`src/rtl/ofdm_symbol_framer.sv`:
```
// OFDM symbol framer: drops preamble and cyclic prefixes, emits FFT_LEN-sample symbols.
// Optional statistics counters are built when OFDM_SYMBOL_FRAMER_STATS_EN is defined.
module ofdm_symbol_framer #(
    parameter int WIDTH_SAMPLE = 16,
    parameter int WIDTH_PHASE  = 32,
    parameter int FFT_LEN      = 64,
    parameter int CP_LEN       = 16,
    parameter int SKIP_DEFAULT = 192,
    parameter int SR_SKIP      = 6,
    parameter int SR_NUM_SYM   = 7
) (
    input  logic                      clk,
    input  logic                      reset_n,
    input  logic                      set_stb,
    input  logic [7:0]                set_addr,
    input  logic [31:0]               set_data,
    input  logic [2*WIDTH_SAMPLE-1:0] i_tdata,
    input  logic                      i_tlast,
    input  logic                      i_tvalid,
    output logic                      i_tready,
    input  logic [WIDTH_PHASE-1:0]    phase_tdata,
    input  logic                      phase_tvalid,
    output logic                      phase_tready,
    output logic [2*WIDTH_SAMPLE-1:0] o_tdata,
    output logic [WIDTH_PHASE-1:0]    o_phase,
    output logic                      o_tlast,
    output logic                      o_tvalid,
    input  logic                      o_tready,
    output logic                      frame_done,
    output logic [15:0]               stat_frames,
    output logic [15:0]               stat_resyncs
);

    // Handshake: a beat moves on a port when its valid and ready are both high at
    // the rising clock edge; o_tvalid and its payload hold steady until o_tready.
    typedef enum logic [1:0] {S_IDLE, S_SKIP, S_CP, S_SYM} state_t;

    state_t                 state;
    logic [9:0]             skip_reg;
    logic [11:0]            num_sym_reg;
    logic [9:0]             frame_skip;
    logic [11:0]            frame_num_sym;
    logic [9:0]             skip_cnt;
    logic [6:0]             samp_cnt;
    logic [11:0]            sym_cnt;
    logic [WIDTH_PHASE-1:0] phase_reg;
    logic [9:0]             skip_eff;
    logic                   xfer;
    logic                   marker;
    logic                   unused_set_bits;

    assign unused_set_bits = ^set_data[31:12];

    assign i_tready     = (state == S_SYM) ? (~o_tvalid | o_tready) : 1'b1;
    assign phase_tready = i_tready;
    assign xfer         = i_tvalid & phase_tvalid & i_tready;
    assign marker       = xfer & i_tlast;
    assign skip_eff     = (skip_reg == 10'd0) ? 10'd1 : skip_reg;

    always_ff @(posedge clk or negedge reset_n) begin
        if (!reset_n) begin
            skip_reg    <= 10'(SKIP_DEFAULT);
            num_sym_reg <= 12'd0;
        end else if (set_stb) begin
            if (set_addr == 8'(SR_SKIP))    skip_reg    <= set_data[9:0];
            if (set_addr == 8'(SR_NUM_SYM)) num_sym_reg <= set_data[11:0];
        end
    end

    always_ff @(posedge clk or negedge reset_n) begin
        if (!reset_n) begin
            state         <= S_IDLE;
            frame_skip    <= 10'd1;
            frame_num_sym <= 12'd0;
            skip_cnt      <= 10'd0;
            samp_cnt      <= 7'd0;
            sym_cnt       <= 12'd0;
            phase_reg     <= '0;
            o_tdata       <= '0;
            o_phase       <= '0;
            o_tlast       <= 1'b0;
            o_tvalid      <= 1'b0;
            frame_done    <= 1'b0;
        end else begin
            frame_done <= 1'b0;
            if (o_tvalid && o_tready) o_tvalid <= 1'b0;

            // A marker restarts the frame from any state; settings are captured here.
            if (marker) begin
                phase_reg     <= phase_tdata;
                frame_skip    <= skip_eff;
                frame_num_sym <= num_sym_reg;
                skip_cnt      <= 10'd1;
                samp_cnt      <= 7'd0;
                sym_cnt       <= 12'd0;
                state         <= (skip_eff == 10'd1) ? S_CP : S_SKIP;
            end else if (xfer) begin
                case (state)
                    S_IDLE: ;
                    S_SKIP: begin
                        if (skip_cnt == frame_skip - 10'd1) begin
                            state    <= S_CP;
                            samp_cnt <= 7'd0;
                        end else begin
                            skip_cnt <= skip_cnt + 10'd1;
                        end
                    end
                    S_CP: begin
                        if (samp_cnt == 7'(CP_LEN - 1)) begin
                            state    <= S_SYM;
                            samp_cnt <= 7'd0;
                        end else begin
                            samp_cnt <= samp_cnt + 7'd1;
                        end
                    end
                    S_SYM: begin
                        o_tvalid <= 1'b1;
                        o_tdata  <= i_tdata;
                        o_phase  <= phase_reg;
                        o_tlast  <= (samp_cnt == 7'(FFT_LEN - 1));
                        if (samp_cnt == 7'(FFT_LEN - 1)) begin
                            samp_cnt <= 7'd0;
                            sym_cnt  <= sym_cnt + 12'd1;
                            if (frame_num_sym != 12'd0 && sym_cnt + 12'd1 == frame_num_sym) begin
                                frame_done <= 1'b1;
                                state      <= S_IDLE;
                            end else begin
                                state <= S_CP;
                            end
                        end else begin
                            samp_cnt <= samp_cnt + 7'd1;
                        end
                    end
                    default: state <= S_IDLE;
                endcase
            end
        end
    end

`ifdef OFDM_SYMBOL_FRAMER_STATS_EN
    always_ff @(posedge clk or negedge reset_n) begin
        if (!reset_n) begin
            stat_frames  <= 16'd0;
            stat_resyncs <= 16'd0;
        end else if (marker) begin
            if (stat_frames != 16'hFFFF) stat_frames <= stat_frames + 16'd1;
            if (state != S_IDLE && stat_resyncs != 16'hFFFF) stat_resyncs <= stat_resyncs + 16'd1;
        end
    end
`else
    assign stat_frames  = 16'd0;
    assign stat_resyncs = 16'd0;
`endif

endmodule

```
`config.mk`:
```
export PLATFORM = sky130hd
export DESIGN_NAME = ofdm_symbol_framer
export DESIGN_NICKNAME = d
export VERILOG_FILES = /design/src/rtl/ofdm_symbol_framer.sv
export SDC_FILE = /design/constraint.sdc
export NUM_CORES = 1
export LEC_CHECK = 0
export BUFFER_PORTS_ARGS = -buffer_cell sky130_fd_sc_hd__buf_2
export CAP_MARGIN = 10
export CORE_UTILIZATION = 50
export DETAILED_ROUTE_END_ITERATION = 6
export PLACE_DENSITY = 0.85
export SLEW_MARGIN = 10
export SYNTH_ARGS = -nofsm -noshare
export SYNTH_HDL_FRONTEND = slang
export SYNTH_SLANG_ARGS = --single-unit
```
`constraint.sdc`:
```
create_clock -name clk -period 2.5 [get_ports clk]
set_input_delay 0.5 -clock clk [delete_from_list [all_inputs] [get_ports clk]]
set_output_delay 0.5 -clock clk [all_outputs]
set_load 0.005 [all_outputs]
```
After elaboration in Yosys (flattened, before gate mapping)
Cells that the tools add are included.
{"block": "word_totals", "output_inout_bits": 101, "elab_cells": 87, "mem_bits_ro": 0, "n_memories": 0, "inputBits": 111, "latchBits": 0, "mem_bits_rw": 0, "ff_bits": 174}
{"block": "classes", "eq_ne": 14, "mux": 33, "reduce_logical": 16, "n_shift": 0, "bitwise": 6, "n_lt_le_gt_ge": 0, "mul": 0, "addsub": 4, "div": 0}
{"cell": "10-bit two-way mux", "count": 5}
{"cell": "12-bit two-way mux", "count": 4}
{"cell": "7-bit two-way mux", "count": 5}
{"cell": "7-bit one-hot mux with 3 select lines", "count": 1}
{"cell": "8-bit by 3-bit == test with 1-bit output, second input constant", "count": 2}
{"cell": "2-bit two-way mux", "count": 7}
{"cell": "12-bit by 1-bit adder with 12-bit output, second input constant", "count": 1}
{"cell": "12-bit == test", "count": 1}
{"cell": "3-bit AND reduction", "count": 4}
{"cell": "12-bit nonzero test", "count": 1}
{"cell": "10-bit by 1-bit adder with 10-bit output, second input constant", "count": 1}
{"cell": "10-bit by 1-bit == test with 1-bit output, second input constant", "count": 1}
{"cell": "10-bit == test", "count": 1}
{"cell": "10-bit zero test", "count": 1}
{"cell": "1-bit two-way mux", "count": 10}
{"cell": "10-bit by 1-bit subtractor with 10-bit output, second input constant", "count": 1}
{"cell": "2-bit nonzero test", "count": 4}
{"cell": "7-bit by 1-bit adder with 7-bit output, second input constant", "count": 1}
{"cell": "7-bit by 4-bit == test with 1-bit output, second input constant", "count": 1}
{"cell": "7-bit by 6-bit == test with 1-bit output, second input constant", "count": 1}
{"cell": "3-bit != test, second input constant", "count": 2}
{"cell": "2-bit one-hot mux with 3 select lines", "count": 1}
{"cell": "5-bit AND reduction", "count": 1}
{"cell": "2-bit == test, second input constant", "count": 2}
{"cell": "other kinds (9)", "count": 14}

Logic depth before layout (Yosys ltp)
{"block": "depth", "word_depth": 8, "depth_mapped": 11, "ltp_nobuf": 9}

Worst setup path after synthesis
OpenSTA, ideal clock, no wires.
{"block": "synth_timing", "kind": "register to register", "start": "register frame_skip[0]", "end": "register samp_cnt[2]", "arrival_ns": 2.210, "t_required_ns": 2.380, "stages_incl_launch_ff": 11, "n_path_buf": 1, "slack_ns": 0.170, "path_cell_list": "dfstp_2 -> inv_1 -> ha_1 -> nor3b_2 -> xnor2_1 -> nor3_1 -> and3_1 -> a21boi_2 -> buf_6 -> o311a_1 -> a41o_1"}
{"block": "synth_via", "elab_chain_cells": 4}
{"item": "start: declaration", "line": "41", "source": "logic [9:0] frame_skip;"}
{"item": "start signal: assignment", "line": "91", "source": "frame_skip <= skip_eff;"}
{"item": "10-bit by 1-bit subtractor with 10-bit output", "line": "101", "source": "if (skip_cnt == frame_skip - 10'd1) begin"}
{"item": "10-bit == test", "line": "101"}
{"item": "3-bit != test (no source line)"}
{"item": "3-bit AND reduction (no source line)"}
{"item": "end signal: assignment", "line": "113", "source": "samp_cnt <= samp_cnt + 7'd1;"}
{"item": "end signal: assignment", "line": "131", "source": "samp_cnt <= samp_cnt + 7'd1;"}
{"item": "end: declaration", "line": "44", "source": "logic [6:0] samp_cnt;"}
No other way between the ends.
A chain may end at the register's enable or synchronous reset.

Worst setup path after layout
{"block": "layout_timing", "start": "register frame_skip[1]", "end": "register skip_cnt[2]"}
{"block": "layout_via", "elab_chain_cells": 4}
{"item": "10-bit by 1-bit subtractor with 10-bit output", "line": "101"}
{"item": "10-bit == test", "line": "101"}
{"item": "2-bit != test (no source line)"}
{"item": "3-bit AND reduction (no source line)"}
{"item": "end signal: assignment", "line": "105", "source": "skip_cnt <= skip_cnt + 10'd1;"}
{"item": "end: declaration", "line": "43", "source": "logic [9:0] skip_cnt;"}
No other way between the ends.

==> impl_metrics.toml <==
[placement]
dp.final_hpwl_mm = 12.3
place_ws_ns = -0.292
last_weighted_congestion_value_of_the_routability_driven_placer = 0.868
placement.io_buffers = 159

[synthesis]
number_of_flops_mapped_to_enable_cells_by_yosys = 0
synth_async_sr_flop_share_pct = 100
postSynthAreaPerCell_um2 = 10.6
synth_top_flop_cell = "sky130_fd_sc_hd__dfrtp_1"
synth.distinct_cells = 61
synth.cell_area_um2 = 8070
synth_sequential_area_ratio_pct = 54.0
ys_warn_count = 0
yosys_register_bits = 174
netlist_instances = 761

[sta]
final-setup-viol-count = 0
slew_headroom_pct = 47.9
final.setup_skew_ns = 0.0103
slew_viol_final = 0
period_share_pct = 98.8
finalWorstSetupSlack_ns = 0.0294
worst_tran_pin_value_ns = 0.771
min_cycle_time_layout_ns = 2.47
number_of_failing_hold_endpoints_at_the_final_stage = 0
maxClockFrequency_mhz = 405
setup_repair_after_global_routing_missed_its_margin = "yes"

[setup_path]
path_max_fanout = 8
worstSetupStartpointType = "register"
timing.critical_path.cells = "inv_2 > ha_4 > or3b_4 > o221ai_2 > o221a_2 > a32oi_4 > a21boi_4 > buf_4 > nand3_1 > mux2_2"
worst_ep_required_time_ns = 2.80
largest_incremental_delay_on_the_critical_path_ns = 0.39
cp_slowest_cell = "sky130_fd_sc_hd__dfrtp_1"
path_class = "reg2reg"
worstPathArrival_ns = 2.77
type_of_element_capturing_the_critical_path = "register"

[clock_network]
htree_levels = 4
number_of_buffers_inserted_by_hold_repair_at_cts = 0
clk-insertion-delay-late_ns = 0.43
clk_pin_slew_ns = 0.07
cts_buffers = 17
numClockSinks = 174
tritoncts = "built"
clock-root-buffer = "sky130_fd_sc_hd__clkbuf_16"
clockBufferDepth = 2

[route]
dr.pass1.iters = 5
detail-route-antenna-nets = 0
wl_mm = 18.8
routed_wire_length_per_instance_um = 15.9
route.vias.total = 6308
drt_iter0_drc = 416
avgViaCountPerCell = 5.35
detail_route.drc_violations = 0

[run]
max-cap-violations = 0

[power_and_ir_drop]
intPower_mw = 6.40
vdd_ir_drop_max_v = 0.000644
combPwrFrac_pct = 25.4
net-switching-power_mw = 2.58
clkPwrFrac_pct = 31.6
static-leakage-power_nw = 4.99
power.density_cell_area_nw_per_um2 = 888
power.share.sequential_pct = 42.9
power_switching_share_pct = 28.7

[floorplanning]
top_level_ports = 212
starting_density_pct = 51.0
die_height_um = 129
design.die.area_um2 = 16700
placementRows = 46
die_w_um = 129
design.core.area_um2 = 15800

[grt]
largest_net_degree_at_the_start_of_global_routing = 66
grt_pass1_vias = 6218
grt_antenna_before_repair = 1
grt.total_usage_pct = 22.9
wire_length_of_the_first_global_routing_pass_mm = 29.5
globalRouteOverflowTotal = 0

[final_layout]
final_layout_size_suffix_gt1_share_pct = 37.5
num-nets-final = 1068
finalCoreUtilization_pct = 63.9
flow.area_growth_from_synthesis_pct = 25.2

[run_status]
result_of_the_run = "complete, no violations"

[hold_path]
worstHoldPathType = "in2async"
per-layer routing:
metal	up-vias	global-route usage (%)	wire (µm)
met5	-	0	0
met4	0	10.4	518
met3	44	7.02	1120
met2	205	37.0	9500
met1	3136	28.5	7630
li1	2923	-	-
layout make-up:
| class | instances | area (µm²) |
|---|---|---|
| Clock buffer | 17 | 425 |
| Timing Repair Buffer | 204 | 1210 |
| Sequential cell | 174 | 4360 |
| Fill cell | 1201 | 5720 |
| Tap cell | 216 | 270 |
| Inverter | 17 | 63.8 |
| Multi-Input combinational cell | 536 | 3570 |
| Clock inverter | 14 | 205 |
| Antenna cell | 2 | 5.00 |
power by group through the flow:
| stage | registers (mW) | logic, mW | clock network, mW |
|---|---|---|---|
| after global routing | 3.94 | 2.50 | 2.97 |
| final | 3.85 | 2.28 | 2.84 |
| after floorplan | 3.90 | 1.07 | 0 |
| after global placement | 3.84 | 1.98 | 0 |
| after detailed placement | 3.89 | 2.06 | 0 |
| after CTS | 3.86 | 2.13 | 2.87 |
Yosys cell counts (3+ instances only):
master | n | area, µm²
sky130_fd_sc_hd__ha_1 | 7 | 87.6
sky130_fd_sc_hd__or2_2 | 3 | 18.8
sky130_fd_sc_hd__a21oi_1 | 10 | 50.1
sky130_fd_sc_hd__o31ai_1 | 9 | 67.6
sky130_fd_sc_hd__nor3_1 | 5 | 25.0
sky130_fd_sc_hd__mux2i_1 | 4 | 40.0
sky130_fd_sc_hd__o21ai_0 | 26 | 130
sky130_fd_sc_hd__mux2_2 | 87 | 980
sky130_fd_sc_hd__buf_1 | 6 | 22.5
sky130_fd_sc_hd__and3_1 | 4 | 25.0
sky130_fd_sc_hd__clkbuf_1 | 23 | 86.3
sky130_fd_sc_hd__nand4b_1 | 3 | 26.3
sky130_fd_sc_hd__nor2_1 | 35 | 131
sky130_fd_sc_hd__o41ai_1 | 3 | 26.3
sky130_fd_sc_hd__nand3_1 | 20 | 100
sky130_fd_sc_hd__nand2_1 | 181 | 679
sky130_fd_sc_hd__or3_1 | 3 | 18.8
sky130_fd_sc_hd__a31o_2 | 3 | 26.3
sky130_fd_sc_hd__and2_1 | 5 | 31.3
sky130_fd_sc_hd__nor4_1 | 7 | 43.8
sky130_fd_sc_hd__inv_1 | 17 | 63.8
sky130_fd_sc_hd__dfstp_2 | 3 | 78.8
sky130_fd_sc_hd__a211oi_1 | 4 | 30.0
sky130_fd_sc_hd__buf_4 | 34 | 255
sky130_fd_sc_hd__xnor2_1 | 21 | 184
sky130_fd_sc_hd__a2111oi_0 | 3 | 26.3
sky130_fd_sc_hd__nand4_1 | 9 | 56.3
sky130_fd_sc_hd__xor2_1 | 7 | 61.3
sky130_fd_sc_hd__o2bb2ai_1 | 5 | 43.8
sky130_fd_sc_hd__dfrtp_1 | 171 | 4280
layout by cell type (no fill, tap or decap), types with 4 or more instances in the layout:
master                        n
sky130_fd_sc_hd__nand2_1    179
sky130_fd_sc_hd__dfrtp_1    171
sky130_fd_sc_hd__buf_2      158
sky130_fd_sc_hd__mux2_2      87
sky130_fd_sc_hd__buf_4       38
sky130_fd_sc_hd__nor2_1      32
sky130_fd_sc_hd__conb_1      32
sky130_fd_sc_hd__o21ai_0     26
sky130_fd_sc_hd__xnor2_1     21
sky130_fd_sc_hd__nand3_1     20
sky130_fd_sc_hd__clkbuf_16   17
sky130_fd_sc_hd__inv_1       15
sky130_fd_sc_hd__nand4_1      9
sky130_fd_sc_hd__o31ai_1      8
sky130_fd_sc_hd__xor2_1       7
sky130_fd_sc_hd__a21oi_1      7
sky130_fd_sc_hd__nor4_1       7
sky130_fd_sc_hd__ha_1         6
sky130_fd_sc_hd__o2bb2ai_1    5
sky130_fd_sc_hd__buf_12       5
sky130_fd_sc_hd__mux2i_1      4
sky130_fd_sc_hd__nor3_1       4
sky130_fd_sc_hd__and2_1       4
sky130_fd_sc_hd__a211oi_1     4
sky130_fd_sc_hd__bufinv_16    4
critical path, delay by kind of cell (launching register included):
family	cells	cell delay [ns]
AOI/OAI and AO/OA	4	0.79
adders and majority gates	1	0.15
and+or+nand+nor	2	0.48
muxes	1	0.28
DFF	1	0.39
buffers and inverters	2	0.25
kinds of logic (layout without fill, tap and decap cells):
family | Yosys count | after routing | share of synthesized area [%]
other | 1 | 34 | 0.0464
XOR/XNOR | 28 | 28 | 3.04
buffers and inverters | 83 | 252 | 5.56
flip-flops | 174 | 174 | 54.0
AO/OA/AOI/OAI | 83 | 84 | 7.28
AND/OR/NAND/NOR | 294 | 294 | 16.4
adder cells (fa/ha/maj) | 7 | 7 | 1.08
multiplexers | 91 | 91 | 12.6
stage by stage:
step                TNS [ns]  hold WS (ns)  instance area [µm²]  power [mW]  std cells
global placement       -1.41         0.443                 9200        5.82       1136
global route          -0.322        0.0540                10100        9.42       1178
CTS                        0        0.0306                 9910        8.86       1172
detailed placement     -3.44         0.455                 9200        5.94       1136
finish                     0        0.0229                10100        8.97       1180
floorplan                  0         0.204                 8190        4.97        792
final timing paths:
path / from / cells after the start / to / slack, ns
worst min-delay path: reset_n / 1 / sym_cnt[4] / 0.02
worst max-delay path: frame_skip[1] / 10 / skip_cnt[2] / 0.03
max in group asynchronous: reset_n / 2 / o_phase[23] / 1.81
worst max register to register: frame_skip[1] / 10 / skip_cnt[2] / 0.03
worst min register to register: num_sym_reg[8] / 2 / frame_num_sym[8] / 0.47
min in group clk: phase_tdata[6] / 3 / phase_reg[6] / 0.26
timing repair:
| item | 4_1_cts | 5_1_grt |
|---|---|---|
| endpoints found under the setup margin | 15 | 15 |
| resized for setup | 7 | 28 |
| pin swaps | 1 | 15 |
| setup buffers | 4 | 9 |
| cloned | 1 | 0 |
No activity file was read; power rests on OpenSTA's default activity.
